File: config.mk
export PLATFORM = sky130hd
export DESIGN_NAME = seg7_capture
export DESIGN_NICKNAME = d
export VERILOG_FILES = /design/src/rtl/seg7_capture.sv
export SDC_FILE = /design/constraint.sdc
export NUM_CORES = 1
export LEC_CHECK = 0
export CORE_MARGIN = 3
export CORE_UTILIZATION = 47
export DETAILED_ROUTE_END_ITERATION = 10
export PLACE_DENSITY_LB_ADDON = 0.2
export RECOVER_POWER = 100
export SLEW_MARGIN = 20
export SYNTH_ARGS = -nofsm -noshare
export SYNTH_HDL_FRONTEND = slang
export SYNTH_SLANG_ARGS = --single-unit
File: constraint.sdc
create_clock -name clk -period 2.65 [get_ports clk]
set_input_delay 0.53 -clock clk [delete_from_list [all_inputs] [get_ports clk]]
set_output_delay 0.53 -clock clk [all_outputs]
set_load 0.05 [all_outputs]
File: src/rtl/seg7_capture.sv
// Observes a multiplexed active-low 7-segment display, waits for a stable
// sample window, and decodes the displayed hex digits into a 16-bit value.
module seg7_capture #(
  parameter int STABLE = 4
) (
  input  logic        clk,
  input  logic        rst,
  input  logic [6:0]  seg_in,
  input  logic [3:0]  dig_sel,
  input  logic        clr,
  output logic [15:0] value,
  output logic [3:0]  digit_valid,
  output logic        upd,
  output logic [1:0]  upd_idx,
  output logic        err_pat,
  output logic        err_sel
);

  localparam logic [7:0] STABLE_MAX = 8'(STABLE);
  localparam logic [7:0] STABLE_M1  = 8'(STABLE - 1);

  logic [10:0] s1;
  logic [10:0] s;
  logic [10:0] s_prev;
  logic [7:0]  cnt;

  // NOTE: all-ones is the blank display, so the pipeline comes out of reset
  // looking like an idle bus and no digit can be captured from reset values.
  always_ff @(posedge clk or negedge rst) begin
    if (!rst) begin
      s1     <= '1;
      s      <= '1;
      s_prev <= '1;
    end else begin
      s1     <= {dig_sel, seg_in};
      s      <= s1;
      s_prev <= s;
    end
  end

  always_ff @(posedge clk or negedge rst) begin
    if (!rst) begin
      cnt <= '0;
    end else if (s != s_prev) begin
      cnt <= '0;
    end else if (cnt != STABLE_MAX) begin
      cnt <= cnt + 8'd1;
    end
  end

  // Saturation of cnt at STABLE makes this true for exactly one cycle per episode.
  logic capture;
  assign capture = (cnt == STABLE_M1) && (s == s_prev);

  logic [3:0] sel_n;
  logic       sel_one;
  logic       sel_multi;
  assign sel_n     = ~s[10:7];
  assign sel_multi = (sel_n & (sel_n - 4'd1)) != 4'd0;
  assign sel_one   = (sel_n != 4'd0) && !sel_multi;

  logic [1:0] idx;
  logic [3:0] nib;
  logic       hit;

  // NOTE: every signal gets a default before the case/loop so no latch is inferred.
  always_comb begin
    idx = '0;
    for (int i = 0; i < 4; i++) begin
      if (sel_n[i]) idx = 2'(i);
    end
  end

  always_comb begin
    hit = 1'b1;
    nib = '0;
    case (s[6:0])
      7'h40: nib = 4'h0;
      7'h79: nib = 4'h1;
      7'h24: nib = 4'h2;
      7'h30: nib = 4'h3;
      7'h19: nib = 4'h4;
      7'h12: nib = 4'h5;
      7'h02: nib = 4'h6;
      7'h78: nib = 4'h7;
      7'h00: nib = 4'h8;
      7'h18: nib = 4'h9;
      7'h08: nib = 4'hA;
      7'h03: nib = 4'hB;
      7'h46: nib = 4'hC;
      7'h21: nib = 4'hD;
      7'h06: nib = 4'hE;
      7'h0E: nib = 4'hF;
      default: hit = 1'b0;
    endcase
  end

  // NOTE: non-blocking assignments, later ones win: the clr branch sits last
  // so it overrides flag updates from a same-cycle capture but not value/upd.
  always_ff @(posedge clk or negedge rst) begin
    if (!rst) begin
      value       <= '0;
      digit_valid <= '0;
      upd         <= 1'b0;
      upd_idx     <= '0;
      err_pat     <= 1'b0;
      err_sel     <= 1'b0;
    end else begin
      upd <= 1'b0;
      if (capture && sel_multi) begin
        err_sel <= 1'b1;
      end
      if (capture && sel_one) begin
        if (hit) begin
          value[idx*4 +: 4] <= nib;
          digit_valid[idx]  <= 1'b1;
          upd               <= 1'b1;
          upd_idx           <= idx;
        end else begin
          err_pat          <= 1'b1;
          digit_valid[idx] <= 1'b0;
        end
      end
      if (clr) begin
        err_pat     <= 1'b0;
        err_sel     <= 1'b0;
        digit_valid <= '0;
      end
    end
  end

endmodule

==> flow_summary.ini <==
[timing]
period_needed_ns = 2.44
rsz0062_at_grt = false
fin_skew_ns = 0.0111
slew_headroom = -0.138
hold_ws_ns = 0.356
setup_tns_ns = 0
finalHoldViolations = 0
fin_crit_sh = 0.919
tightest_slew_ns = 1.71
fmax_mhz = 411
setup_violations = 0
drv_slew = 31

[power_and_ir_drop]
netSwitchingFraction = 0.220
power_density_mw_per_mm2 = 578
p_comb_frac = 0.063
power_frac_seq = 0.506
internal_power_uw = 1670
peakVddDrop_uv = 345
finalPower_uw = 2140
pwr-share-clk = 0.432
power_leakage_uw = 0.00165
netSwitchingPower_uw = 470

[run]
maxCapViolCount = 1

[floorplanning]
die_h_um = 86.2
fp.dieW_um = 86.2
num_rows = 28
start_util = 0.498
ioPinCount = 39
coreArea_sq_mm = 0.00606
die_area_sq_mm = 0.00742

[critical_path]
start_kind = register
crit_fanout = 16
cp.arrival_ns = 2.66
end_kind = register
crit_type = reg2reg
required_ns = 2.87

[detailed_routing]
ant_nets = 0
firstDrtPassIters = 4
drc = 0
viasPerCell = 5.52
num_vias = 2060
drt_first_iter_violations = 67
wl_mm = 6.05
wire_per_inst_um = 16.2

[synth]
ys_seq_elements = 66
netlist_area_sq_mm = 0.00302
synth_flop_cell = dfstp_2
synth_nets = 269
synth_cells = 249
async_reset_ff_frac = 1.00
synth_cell_types = 54
synth_area_per_cell_sq_um = 12.1
seq_area_frac_synth = 0.561
synth_enable_flop_cells = 0
yosys_warnings = 0

[global_route]
grt_pass1_vias = 2106
grtUsageTotal = 0.183
grt_pass1_wl_mm = 10.4
antenna_found_initial = 0
grt_overflow = 0
grt_max_degree = 37

[clock_network]
cts_hold_buf = 0
insertion_delay_ns = 0.33
cts.clk_slew.worst_paths_ns = 0.07
cts_root_buf = clkbuf_8
post-cts-setup-buffers = 0
cts_sinks = 66
numCtsBuffers = 9
cts_buffer_depth = 2
h-tree-depth = 3
cts_tree = yes

[status]
failed_checks = max-capacitance violations, max-slew violations
run_status = complete, but fails checks

[hold_path]
min-delay-path-class = reg2reg

[place]
dp_hpwl_mm = 4.27
gp_congestion = 0.864
dpl_cell_area_sq_mm = 0.00348
port_buffers = 38

[finish]
fillers = 538
final_cell_area_sq_mm = 0.00371
final_layout_size_suffix_gt1_frac = 0.211
fin_nets = 313
syn_to_final_growth_pct = 22.8
antenna-diode-count = 0
layout make-up:
class / count / area, sq um / share of cell area
repair buffers: 44 / 432 / 0.116
well taps: 75 / 93.8 / 0.0253
clock inverters: 1 / 30.0 / 0.00810
multi-input cells: 161 / 1220 / 0.328
clock buffers: 15 / 196 / 0.0530
flip-flops and latches: 66 / 1700 / 0.458
inverters: 11 / 41.3 / 0.0111
registers in the layout, summed over array words and instances (netlist names):
register	count
cnt	8
err_pat	1
value	16
upd	1
s	11
s_prev	11
err_sel	1
digit_valid	4
s1	11
upd_idx	2
power groups by stage:
stage	clock [uW]	sequential [uW]	combinational (uW)
finish	924	1080	134
global route	988	1090	151
CTS	949	1080	141
detailed placement	0	1100	140
global placement	0	1100	139
floorplan	0	1080	93.0
cell usage in the layout, fill, tap and decap left out, types with 5 or more instances in the layout:
cell type      synthesis  layout
dfrtp_1               33      33
dfstp_2               33      25
clkbuf_8               0      14
a21oi_1                6       6
dlygate4sd3_1          0      36
nand3_1               10      10
dfstp_1                0       7
o2bb2ai_1             13      13
inv_1                 11      11
nor2_1                18      18
xor2_1                15      15
nand2_1               12      12
ha_1                   6       6
and3_1                 5       5
nor3_1                 8       8
buf_4                  0       5
what timing repair did:
| item | 4_1_cts | 5_1_grt |
|---|---|---|
| endpoints found under the hold margin | 0 | 0 |
| endpoints found under the setup margin | 0 | 1 |
| gates resized for setup | 0 | 1 |
worst max-delay path: stages (launching register included):
cell and delay, ns:
dfstp_4 0.71, xor2_1 0.12, nor4_4 0.35, nand3_4 0.18, nor3_4 0.33, buf_4 0.26, a21oi_1 0.10, a311oi_1 0.28
path summary, 6_finish.rpt:
check	slack, ns	startpoint	to	cells past startpoint
worst min register to register	0.36	s1[2]	s[2]	0
worst max register to register	0.21	s[5]	digit_valid[1]	7
worst min-delay path	0.36	s1[2]	s[2]	0
worst max-delay path	0.21	s[5]	digit_valid[1]	7
min in group asynchronous	0.64	rst	cnt[3]	1
max in group asynchronous	1.03	rst	cnt[6]	1
logic make-up after synthesis:
logic type | Yosys count | synth area share
AND/OR/NAND/NOR | 80 | 0.165
flip-flops | 66 | 0.561
AO/OA/AOI/OAI | 52 | 0.141
buffers and inverters | 22 | 0.0365
XOR/XNOR | 20 | 0.0605
adder cells (fa/ha/maj) | 6 | 0.0249
multiplexers | 3 | 0.0108
stage by stage:
stage,worst slack [ns],utilization,std cells
finish,0.215,0.611,373
global route,0.00476,0.611,373
CTS,0.189,0.611,373
detailed placement,0.212,0.574,357
global placement,0.309,0.574,357
floorplan,0.341,-,249
layer usage:
layer	share of wire	routed length (um)	vias up	global-route usage
met5	0	0	-	0
met4	0.016	94	0	0.0950
met3	0.050	301	10	0.0451
met2	0.46	2760	57	0.258
met1	0.48	2890	1004	0.260
li1	-	-	989	-
synth_stat cells (2+ instances only):
cell type | n | area [sq um]
o2bb2ai_1 | 13 | 114
dfstp_2 | 33 | 867
o211ai_1 | 4 | 30.0
buf_2 | 4 | 20.0
dfrtp_1 | 33 | 826
mux2_2 | 2 | 22.5
nor3_1 | 8 | 40.0
xnor2_1 | 4 | 35.0
nand3_2 | 2 | 20.0
o21ai_0 | 3 | 15.0
and3b_1 | 2 | 17.5
buf_6 | 3 | 33.8
and4b_1 | 2 | 20.0
xor2_1 | 15 | 131
o21a_1 | 3 | 22.5
nand3_1 | 10 | 50.1
a22o_1 | 4 | 35.0
ha_1 | 6 | 75.1
nand2_1 | 12 | 45.0
nand2b_1 | 2 | 12.5
nand3b_1 | 2 | 15.0
o211ai_2 | 2 | 25.0
nand4b_1 | 3 | 26.3
and3_1 | 5 | 31.3
nor3b_1 | 3 | 22.5
a311oi_1 | 3 | 26.3
o22ai_1 | 2 | 12.5
clkbuf_1 | 3 | 11.3
inv_1 | 11 | 41.3
nor4_4 | 2 | 42.5
nor2_1 | 18 | 67.6
a21oi_1 | 6 | 30.0
a211oi_1 | 2 | 15.0
nor2b_1 | 2 | 12.5
(Power assumes the default switching activity.)
